### src/rtl/tt_frame_trigger.sv
`timescale 1ns/1ps
`default_nettype none
// ============================================================================
//  Module   : tt_frame_trigger
//  Function : Time-triggered frame-start scheduler. Emits bursts of frame
//             requests over valid/ready and flags bursts that overrun.
//  Revision : 1.0  initial release
// ============================================================================
module tt_frame_trigger #(
    parameter int PERIOD    = 1000,
    parameter int OFFSET    = 100,
    parameter int FRAME_NUM = 4,
    parameter int GAP       = 5
) (
    input  logic        sync_clk,
    input  logic        rst,
    input  logic [31:0] top_time,
    input  logic        cfg_en,
    output logic        trig_valid,
    input  logic        trig_ready,
    output logic [7:0]  trig_frame_idx,
    output logic [15:0] trig_cycle_cnt,
    output logic [31:0] trig_timestamp,
    output logic        overrun_pulse,
    output logic        busy
);

    localparam int              GAP_W      = (GAP > 1) ? $clog2(GAP) : 1;
    localparam logic [GAP_W-1:0] c_GAP_LOAD = (GAP > 0) ? GAP_W'(GAP - 1) : '0;
    localparam logic [31:0]     c_PERIOD   = 32'(PERIOD);
    localparam logic [31:0]     c_OFFSET   = 32'(OFFSET);
    localparam logic [7:0]      c_LAST_IDX = 8'(FRAME_NUM - 1);

    typedef enum logic [1:0] {
        ST_IDLE = 2'd0,
        ST_WAIT = 2'd1,
        ST_SEND = 2'd2,
        ST_GAP  = 2'd3
    } state_t;

    state_t           state_q,     state_d;
    logic [31:0]      next_trig_q, next_trig_d;
    logic             en_d_q,      en_d_d;
    logic [7:0]       frame_idx_q, frame_idx_d;
    logic [15:0]      cycle_cnt_q, cycle_cnt_d;
    logic [31:0]      timestamp_q, timestamp_d;
    logic             overrun_q,   overrun_d;
    logic [GAP_W-1:0] gap_cnt_q,   gap_cnt_d;
    logic             gap_last_q,  gap_last_d;

    logic [31:0] w_diff;
    logic        w_due;

    // Signed difference keeps the comparison correct across the 32-bit rollover.
    assign w_diff = top_time - next_trig_q;
    assign w_due  = ~w_diff[31];

    always_comb begin
        state_d     = state_q;
        next_trig_d = next_trig_q;
        en_d_d      = cfg_en;
        frame_idx_d = frame_idx_q;
        cycle_cnt_d = cycle_cnt_q;
        timestamp_d = timestamp_q;
        overrun_d   = 1'b0;
        gap_cnt_d   = gap_cnt_q;
        gap_last_d  = gap_last_q;

        if (!cfg_en) begin
            state_d = ST_IDLE;
        end else begin
            case (state_q)
                ST_IDLE: begin
                    if (!en_d_q) begin
                        next_trig_d = top_time + c_OFFSET;
                        state_d     = ST_WAIT;
                    end
                end
                ST_WAIT: begin
                    if (w_due) begin
                        state_d     = ST_SEND;
                        timestamp_d = next_trig_q;
                        frame_idx_d = 8'd0;
                        next_trig_d = next_trig_q + c_PERIOD;
                    end
                end
                ST_SEND: begin
                    if (trig_ready) begin
                        gap_cnt_d = c_GAP_LOAD;
                        if (frame_idx_q == c_LAST_IDX) begin
                            cycle_cnt_d = cycle_cnt_q + 16'd1;
                            gap_last_d  = 1'b1;
                            state_d     = (GAP > 0) ? ST_GAP : ST_WAIT;
                        end else begin
                            frame_idx_d = frame_idx_q + 8'd1;
                            gap_last_d  = 1'b0;
                            state_d     = (GAP > 0) ? ST_GAP : ST_SEND;
                        end
                    end
                end
                ST_GAP: begin
                    if (gap_cnt_q == '0) begin
                        state_d = gap_last_q ? ST_WAIT : ST_SEND;
                    end else begin
                        gap_cnt_d = gap_cnt_q - GAP_W'(1);
                    end
                end
                default: state_d = ST_IDLE;
            endcase

            // A start that arrives mid-burst is dropped, not queued.
            if ((state_q == ST_SEND || state_q == ST_GAP) && w_due) begin
                overrun_d   = 1'b1;
                next_trig_d = next_trig_q + c_PERIOD;
            end
        end
    end

    always_ff @(posedge sync_clk) begin
        if (rst) begin
            state_q     <= ST_IDLE;
            next_trig_q <= '0;
            en_d_q      <= 1'b0;
            frame_idx_q <= '0;
            cycle_cnt_q <= '0;
            timestamp_q <= '0;
            overrun_q   <= 1'b0;
            gap_cnt_q   <= '0;
            gap_last_q  <= 1'b0;
        end else begin
            state_q     <= state_d;
            next_trig_q <= next_trig_d;
            en_d_q      <= en_d_d;
            frame_idx_q <= frame_idx_d;
            cycle_cnt_q <= cycle_cnt_d;
            timestamp_q <= timestamp_d;
            overrun_q   <= overrun_d;
            gap_cnt_q   <= gap_cnt_d;
            gap_last_q  <= gap_last_d;
        end
    end

    assign trig_valid     = (state_q == ST_SEND);
    assign busy           = (state_q == ST_SEND) || (state_q == ST_GAP);
    assign trig_frame_idx = frame_idx_q;
    assign trig_cycle_cnt = cycle_cnt_q;
    assign trig_timestamp = timestamp_q;
    assign overrun_pulse  = overrun_q;

endmodule
`default_nettype wire

### config.mk
export PLATFORM = sky130hd
export DESIGN_NAME = tt_frame_trigger
export DESIGN_NICKNAME = d
export VERILOG_FILES = /design/src/rtl/tt_frame_trigger.sv
export SDC_FILE = /design/constraint.sdc
export NUM_CORES = 1
export LEC_CHECK = 0
export ABC_AREA = 1
export CORE_MARGIN = 3
export CORE_UTILIZATION = 55
export CTS_CLUSTER_DIAMETER = 30
export DETAILED_ROUTE_END_ITERATION = 10
export PLACE_DENSITY_LB_ADDON = 0.2
export SLEW_MARGIN = 20
export SYNTH_ARGS = -nofsm -noshare
export SYNTH_HDL_FRONTEND = slang
export SYNTH_SLANG_ARGS = --single-unit
### constraint.sdc
create_clock -name sync_clk -period 2.5 [get_ports sync_clk]
set_input_delay 0.25 -clock sync_clk [delete_from_list [all_inputs] [get_ports sync_clk]]
set_output_delay 0.25 -clock sync_clk [all_outputs]
set_load 0.03 [all_outputs]
# Word level (Yosys, flattened, before mapping)
# Cells that the tools add are included.
[op_classes] n_addsub=6 eq_ne=12 muxes=19 n_bitwise=2 n_reduce_logical=15
[op_table] op="two-way mux 32 bit" n=3
[op_table] op="one-hot mux 32 bit (2 select lines)" n=1
[op_table] op="adder 32 x 10 -> 32 bit (second input constant)" n=1
[op_table] op="adder 32 x 7 -> 32 bit (second input constant)" n=1
[op_table] op="subtractor 32 bit" n=1
[op_table] op="two-way mux 8 bit" n=3
[op_table] op="adder 16 x 1 -> 16 bit (second input constant)" n=1
[op_table] op="one-hot mux 8 bit (2 select lines)" n=1
[op_table] op="AND reduction 4 bit" n=4
[op_table] op="two-way mux 2 bit" n=5
[op_table] op="!= test 2 bit (second input constant)" n=5
[op_table] op="adder 8 x 1 -> 8 bit (second input constant)" n=1
[op_table] op="equality test 8 x 2 -> 1 bit (second input constant)" n=1
[op_table] op="one-hot mux 2 bit (4 select lines)" n=1
[op_table] op="two-way mux 3 bit" n=2
[op_table] op="!= test 3 bit (second input constant)" n=2
[op_table] op="one-hot mux 3 bit (2 select lines)" n=1
[op_table] op="AND reduction 3 bit" n=2
[op_table] op="AND reduction 5 bit" n=1
[op_table] op="equality test 2 bit (second input constant)" n=2
[op_table] op="nonzero test 2 bit" n=2
[op_table] op="logical NOT 3 bit" n=1
[op_table] op="nonzero test 3 bit" n=1
[op_table] op="subtractor 3 x 1 -> 3 bit (second input constant)" n=1
[op_table] op="8 further kinds" n=10
[word_totals] reg_bits=96 in_bits=36 out_inout_bits=59 elab_cells=63

# Logic depth before layout (Yosys ltp)
# Gate-level depths: netlist of the first run.
[depth] depth_word=5 ltp_mapped=20 mapped_depth_nobuf=19

# Least setup slack after synthesis of the first run
# Ideal clock, no wire load.
[synth_timing] path_kind="reg2reg" startpoint="register next_trig_q[16]" endpoint="register next_trig_q[7]" setup_ns=0.117 arrival_ns=2.063 required_ns=2.383 slack_ns=0.320 path_stages_with_launch=20 n_path_buf=3 synth_period_minus_slack_ns=2.180 path_cell_list="dfxtp_1 > clkbuf_1 > inv_1 > ha_1 > nand2_1 > nand2_1 > nand3_1 > nand2_1 > nand2_1 > nand2_1 > nor2_2 > nand2_1 > nand2_2 > buf_6 > nand3_4 > buf_6 > nand2_1 > o21ai_0 > nor2_1 > nor2_1"
[synth_between] elab_chain_len=5 elab_cells_between_ends=8 classes_between="add/sub: 1; eq/ne: 2; mux: 1; bitwise: 1; reduce/logical: 3"
[synth_lines] element="start, declared" line="42" text="logic [31:0] next_trig_q, next_trig_d;"
[synth_lines] element="start signal, assigned" line="132" text="next_trig_q <= next_trig_d;"
[synth_lines] element="subtractor 32 bit *" line="55" text="assign w_diff = top_time - next_trig_q;"
[synth_lines] element="inverter 1 bit (no source line)"
[synth_lines] element="logical AND 1 bit" line="112" text="if ((state_q == ST_SEND || state_q == ST_GAP) && w_due) begin"
[synth_lines] element="!= test 3 bit (no source line) / nonzero test 3 bit (equally long branches)"
[synth_lines] element="AND reduction 4 bit (no source line)"
# Every way passes the cells marked *; elsewhere a longest branch is shown, timed or not.
# A chain may end at the register's enable or synchronous reset.

# Final worst setup path of the first run
[layout_timing] startpoint="register next_trig_q[13]" endpoint="register next_trig_q[13]"
[layout_between] elab_chain_len=5 elab_cells_between_ends=11 classes_between="add/sub: 2; eq/ne: 2; mux: 3; bitwise: 1; reduce/logical: 3"
[layout_lines] element="subtractor 32 bit" line="55"
[layout_lines] element="inverter 1 bit (no source line)"
[layout_lines] element="logical AND 1 bit" line="112"
[layout_lines] element="!= test 3 bit (no source line) / nonzero test 3 bit (equally long branches)"
[layout_lines] element="AND reduction 4 bit (no source line)"
# Several ways; a longest one is shown, not always the timed one. The select of a mux whose other input is x is not followed.

==> results.txt, run 1 <==
Post-Route Skew: 0.007169 ns
Sequential area share after synthesis: 27.19%
Synth Register Bits: 96
Startpoint types: register
Final period util: 93.31%
TritonCTS Buffers: 9
Share of cells above drive strength 1: 10.83%
Hold Startpoint: trig_timestamp[0]
R2r startpoint: next_trig_q[13]
Area delta synth->final: 27.37%
Placer Congestion: 0.9965
Metal3 WL: 1.945 mm
Minimum clock period: 2.333 ns
Ys Warns: 0
Initial Util: 57.64%
CTS Sinks: 96
Setup ws final: 0.1671 ns
TritonCTS clock tree: built
Max Transition Viols Final: 0
Gr usage total: 28.65%
MaxCap Viol Count: 0
Setup violators final: 0
Worst Hold Class: register to register
Fin nets: 1,361
Iter 0 DRT Violations: 947
Leak pwr: 4.129 nW
Worst r2r path cells: 18
Post-synth EDFFs: 0
Core area: 0.01226 mm2
Post-synthesis cell area: 0.007068 mm2
Pin count of the biggest net entering global routing: 57
R2R Setup Slk: 0.17 ns
Fmax: 428.7 MHz
Longest Clk Path Bufs: 2
Syn Area/Cell: 6.151 um2
I/O Buffers: 94
Remaining antenna violation count: 0
Worst-margin pin slew: 0.4912 ns
Initial antenna violation count: 0
# IOs: 95
WL per Instance: 14.17 um
Post-CTS Hold Fix Bufs: 0
Drt via density: 5.327
Die extent in x: 119.4 um
Final core occ: 73.42%
Number of diodes: 0
Dpl ws: -0.2561 ns
Die Span Y: 119.4 um
Hold Path Depth: 2
Vias in the first global route: 6,757
H-tree depth: 3
Max VDD drop: 0.3421 mV
Vias: 7,783
Register area: 0.001928 mm2
Syn Inst Count: 1,149
Pre-antenna DRT Iters: 5
Critical path type: register to register
CP Capture Type: register
WL final: 20.71 mm
WL met1: 9.513 mm
WHS Endpoint: trig_timestamp[0]
Post-detail-place hpwl: 16.10 mm
Synth cell types: 43
Main flop type after synthesis: dfxtp_1
Die ar.: 0.01425 mm2
Highest routing layer actually used: met4
DRC: 0
Relative slew slack: 67.11%
# rows: 40
Root buf cell: clkbuf_16
Grt total ovfl: 0
Clk_lat worst skew: 0.35 ns
Area of the multi-input gates: 0.004385 mm2
Crit Path Max Fanout: 15
FF-to-FF End: next_trig_q[13]
Synthesized net count: 1,221
First-pass GRT wire length: 33.22 mm
Routed wl met2: 8.891 mm
WP data required: 2.75 ns
Fraction of registers with async set/reset: 0%
Worst path arrival time: 2.58 ns
PD cells: 529.9 mW/mm2
Status: complete, no violations
FILL cells: 1,044
Final hold violations: 0
CTS clk-pin slew, worst paths: 0.06 ns
[worst max path at each step]
stage / start / end / depth (start not counted)
5_1_grt: next_trig_q[30] / next_trig_q[19] / 17
3_3_place_gp: top_time[6] / trig_timestamp[5] / 15
4_1_cts: next_trig_q[14] / next_trig_q[28] / 16
2_1_floorplan: next_trig_q[16] / next_trig_q[7] / 19
6_report: next_trig_q[13] / next_trig_q[13] / 18
3_5_place_dp: top_time[6] / trig_timestamp[5] / 15
[metrics by stage]
step | hold WS [ns] | total power, mW | TNS (ns) | std cells | cell area (um2)
2_1_floorplan | 0.3285 | 2.781 | 0 | 1149 | 7068
3_3_place_gp | 0.4319 | 3.362 | -8.361 | 1444 | 8600
3_5_place_dp | 0.4372 | 3.393 | -11.78 | 1444 | 8600
4_1_cts | 0.4472 | 4.706 | 0 | 1459 | 8887
5_1_grt | 0.4640 | 5.045 | -0.004557 | 1461 | 9002
6_report | 0.4432 | 4.770 | 0 | 1461 | 9002
[where the power goes]
group | switching [mW] | total, mW | internal [mW] | leakage (nW)
clock | 0.585 | 1.31 | 0.724 | 0.138
combinational | 1.06 | 1.71 | 0.651 | 3.21
sequential | 0.0907 | 1.75 | 1.66 | 0.785
total | 1.74 | 4.77 | 3.03 | 4.13
[cells in the final DEF, fill, tap and decap left out, types with 5 or more instances in the layout]
cell type | netlist | routed
a21oi_1 | 80 | 78
buf_4 | 2 | 68
clkbuf_16 | 0 | 10
clkdlybuf4s50_1 | 0 | 94
dfxtp_1 | 96 | 91
dfxtp_2 | 0 | 5
ha_1 | 36 | 35
inv_1 | 159 | 154
inv_2 | 3 | 6
nand2_1 | 332 | 329
nand2_2 | 4 | 5
nand3_1 | 65 | 64
nand3b_1 | 5 | 5
nand4_1 | 27 | 27
nor2_1 | 119 | 116
nor2_2 | 3 | 5
nor3_1 | 24 | 22
nor3_2 | 4 | 6
o21ai_0 | 71 | 70
o21ai_1 | 5 | 6
xnor2_1 | 9 | 9
xor2_1 | 30 | 30
[flip-flops by register name, summed over array words and instances (netlist names)]
name	cells
overrun_pulse	1
next_trig_q	32
trig_cycle_cnt	16
trig_timestamp	32
state_q	2
en_d_q	1
gap_cnt_q	3
gap_last_q	1
trig_frame_idx	8
[cells by family (layout without fill, tap and decap cells)]
| family | Yosys count | after routing | share of synthesized area [%] |
|---|---|---|---|
| and+or+nand+nor | 606 | 606 | 37.37 |
| buffers and inverters | 202 | 346 | 11.68 |
| DFF | 96 | 96 | 27.19 |
| adders and majority gates | 36 | 36 | 6.373 |
| xor gates and xnor gates | 39 | 39 | 4.833 |
| AOI/OAI and AO/OA | 170 | 170 | 12.55 |
[timing repair]
| action | CTS | global route |
|---|---|---|
| setup buffers | 0 | 1 |
| endpoints found under the setup margin | 2 | 69 |
| endpoints found under the hold margin | 0 | 0 |
| pin swaps | 0 | 4 |
| resized for setup | 1 | 30 |
| cloned | 0 | 1 |
[worst max-delay path: stages (launching register included)]
cell and delay, ns:
dfxtp_1 0.35, inv_1 0.09, ha_1 0.28, nand2_1 0.08
nor2_2 0.12, nand2_1 0.09, nor2_1 0.13, nand2_1 0.06
nand2_1 0.07, nand2_2 0.07, nand2_2 0.10, nand2_4 0.09
nand3_4 0.18, buf_12 0.16, nand2_1 0.08, nand2_1 0.10
nand3_1 0.07, nand2_1 0.07, inv_1 0.04
[area by class of cell]
cell class	count	share of cell area (%)
clock inverter	4	0.3336
sequential	96	21.42
timing repair buffer	169	17.54
clock buffer	11	2.808
tap	168	2.335
multi-input combinational	851	48.71
inverter	162	6.852
[layer usage]
layer  track usage (%)  vias up
met2             42.81      365
met4             8.232        0
met5                 0        -
met3             3.894       25
li1                  -     3943
met1             42.85     3450
[cells in the mapped netlist (4+ instances only)]
cell type    n  area, um2
o21ai_1      5      25.02
o21ai_0     71      355.3
ha_1        36      450.4
xnor2_1      9      78.83
clkbuf_1    17      63.81
a21oi_1     80      400.4
nand3_1     65      325.3
clkbuf_2     5      25.02
nor3_2       4      40.04
buf_6        6      67.56
nor2_1     119      446.7
nand3b_1     5      37.54
inv_1      159      596.8
nor3_1      24      120.1
nand2_1    332       1246
dfxtp_1     96       1922
buf_2        7      35.03
or2_2        4      25.02
nand4_1     27      168.9
nand2_2      4      25.02
xor2_1      30      262.8
Note: power is estimated with default switching activity, not from simulation.
==> run 2: changes to the inputs <==
- CORE_ASPECT_RATIO: unset -> 1.4
- CORE_UTILIZATION: 55 -> 56
- SETUP_SLACK_MARGIN: unset -> 0.4
==> run 2 against run 1 <==
Effect of this change: flip-flop and latch count did not move; maximum frequency fell by 4.1%; critical path type unchanged; hold slack got worse by 0.13 ns; largest power group is now combinational cells; final area rose by 14%; worst setup slack got worse by 0.10 ns; largest cell class unchanged.
==> results.txt, run 2 (synthesis results as in run 1) <==
Status: complete, no violations
Most common cell after layout, fill and taps aside: nand2_1
Setup violators final: 0 (unchanged)
Core area: 0.01206 mm2 (-1.7%)
DRC: 0 (unchanged)
Area delta synth->final: 45.23%
Register area: 0.001973 mm2 (+2.3%)
Post-detail-place hpwl: 16.97 mm (+5.4%)
FF-to-FF End: trig_timestamp[3]
Most frequent cells in the layout: nand2_1, inv_1, nor2_1, buf_4, clkdlybuf4s50_1
PD cells: 544.7 mW/mm2 (+2.8%)
Remaining antenna violation count: 0 (unchanged)
Die Span Y: 138.9 um (+16%)
Initial antenna violation count: 0 (unchanged)
Initial Util: 58.63% (+0.99 points)
Non-Filler Instances: 1,499 (+2.6%)
Relative slew slack: 52.05% (-15 points)
Final period util: 97.30% (+4.0 points)
MaxCap Viol Count: 0 (unchanged)
Maximum cell stage delay along the critical path: 0.36 ns (about the same)
Worst-margin pin slew: 0.7193 ns (+0.2280 ns)
FILL cells: 706 (-32%)
Pre-antenna DRT Iters: 9 (+4)
Max Transition Viols Final: 0 (unchanged)
Vias: 8,905 (+14%)
Worst Hold Class: input pin to register
Max VDD drop: 0.3272 mV (-4.4%)
Area of the multi-input gates: 0.004941 mm2 (+13%)
Crit-path slowest cell: dfxtp_2
R2R Setup Slk: 0.07 ns (-0.10 ns)
Minimum clock period: 2.433 ns (+0.09974 ns)
First-pass GRT wire length: 40.64 mm (+22%)
Share of power burned in combinational logic: 39.4% (+3.5 points)
Switching share of total power: 37.11% (+0.66 points)
Crit-path cells: inv_4 > ha_4 > nand2_4 > nor2_4 > nand2_2 > nor2_2 > nand2_1 > nand2_2 > nand2_4 > nand3_4 > nand4_4 > buf_12 > clkbuf_16 > o21ai_0 > a21oi_1
Fin area: 0.01026 mm2 (+14%)
Overall power: 5.592 mW (+17%)
# IOs: 95 (unchanged)
Leak pwr: 4.660 nW (+13%)
Iter 0 DRT Violations: 1,167 (+23%)
WP data required: 2.74 ns (about the same)
Clk_lat worst skew: 0.36 ns (about the same)
Gr usage total: 36.40% (+7.8 points)
Die ar.: 0.01403 mm2 (-1.6%)
TritonCTS clock tree: built
Placed inst area: 0.008662 mm2 (+0.73%)
TritonCTS Buffers: 9 (unchanged)
CP Capture Type: register
Drt via density: 5.941 (+12%)
Grt total ovfl: 0 (unchanged)
Int Pwr: 3.517 mW (+16%)
Hold Startpoint: top_time[1]
H-tree depth: 3 (unchanged)
Vias in the first global route: 7,960 (+18%)
Root buf cell: clkbuf_16
WHS Endpoint: next_trig_q[1]
Critical path type: register to register
Psw: 2.075 mW (+19%)
Final hold violations: 0 (unchanged)
Number of diodes: 0 (unchanged)
Fin nets: 1,419 (+4.3%)
Fmax: 411.1 MHz (-4.1%)
# rows: 47 (+18%)
WL final: 28.53 mm (+38%)
Sequential share of power: 31.9% (-4.7 points)
I/O Buffers: 94 (unchanged)
Post-Place Cells: 1,433 (-0.76%)
Crit Path Max Fanout: 8 (-7)
Dpl ws: -0.3173 ns (-0.06119 ns)
Longest Clk Path Bufs: 2 (unchanged)
CTS clk-pin slew, worst paths: 0.07 ns (about the same)
Unrepaired setup endpoints after global routing: true
Startpoint types: register
Setup ws final: 0.06739 ns (-0.09974 ns)
Hold Path Depth: 3 (+1)
CTS Sinks: 96 (unchanged)
Buf/Inv on CP: 3 (unchanged)
Placer Congestion: 0.9862 (-1.0%)
Die extent in x: 101.0 um (-15%)
Hold_ws: 0.3124 ns (-0.1308 ns)
Worst r2r path cells: 15 (-3)
Post-Route Skew: 0.01029 ns (+0.003120 ns)
Setup_tns: 0 ns (unchanged)
Final core occ: 85.15% (+12 points)
Pin count of the biggest net entering global routing: 72 (+26%)
R2r startpoint: next_trig_q[14]
Share of cells above drive strength 1: 23.59% (+13 points)
WL per Instance: 19.03 um (+34%)
Worst path arrival time: 2.67 ns (+0.09 ns)
Clock group share of total power: 28.6% (+1.2 points)
CP top delay family: simple AND/OR/NAND/NOR gates
[run 2: area by class of cell]
class	count	share of cell area, %
timing repair buffer	227	21.31
clock buffer	11	2.462
sequential	96	19.22
inverter	162	6.253
clock inverter	5	0.8289
tap	147	1.792
multi-input combinational	851	48.14
[run 2: worst register-to-register path, delay by kind of cell, from the launching register on]
kind | cells | cell delay (ns)
adders and majority gates | 1 | 0.28
AOI/OAI and AO/OA | 2 | 0.28
and+or+nand+nor | 9 | 0.99
DFF | 1 | 0.36
buffers and inverters | 3 | 0.41
[run 2: worst max path at each step]
stage | slack [ns] | depth (start not counted) | to | startpoint
detailed placement | -0.32 | 16 | next_trig_q[22] | top_time[14]
global route | -0.07 | 16 | trig_timestamp[3] | next_trig_q[20]
global placement | -0.24 | 16 | next_trig_q[22] | top_time[14]
floorplan | 0.40 | 18 | next_trig_q[7] | next_trig_q[14]
CTS | 0.30 | 17 | next_trig_q[12] | next_trig_q[12]
finish | 0.07 | 15 | trig_timestamp[3] | next_trig_q[14]
[run 2: power by group through the flow]
stage	Clock (mW)	Sequential (mW)	Combinational, mW
4_1_cts	1.56	1.76	1.99
5_1_grt	1.64	1.79	2.37
2_1_floorplan	0	1.86	0.932
6_report	1.60	1.79	2.21
3_3_place_gp	0	1.78	1.61
3_5_place_dp	0	1.78	1.63
[run 2: timing repair]
item                                    CTS  global route
hold buffers                              0             0
pin swaps                                19            35
gates cloned                              6             2
buffers inserted                         27            15
endpoints found under the setup margin   73            77
resized for setup                       171            53
[run 2: per-layer routing]
metal  track usage [%]  up-vias  part of all wire [%]
li1                  -     4068                     -
met1             42.04     3969                    34
met2             63.52      665                    49
met3             5.486      203                   9.5
met4             18.98        0                   7.6
met5                 0        -                     0
==> run 3: changes to the inputs <==
- SLEW_MARGIN: 20 -> 10
==> results of run 3 <==
No change in the layout: final DEF, timing and power equal those of run 2.
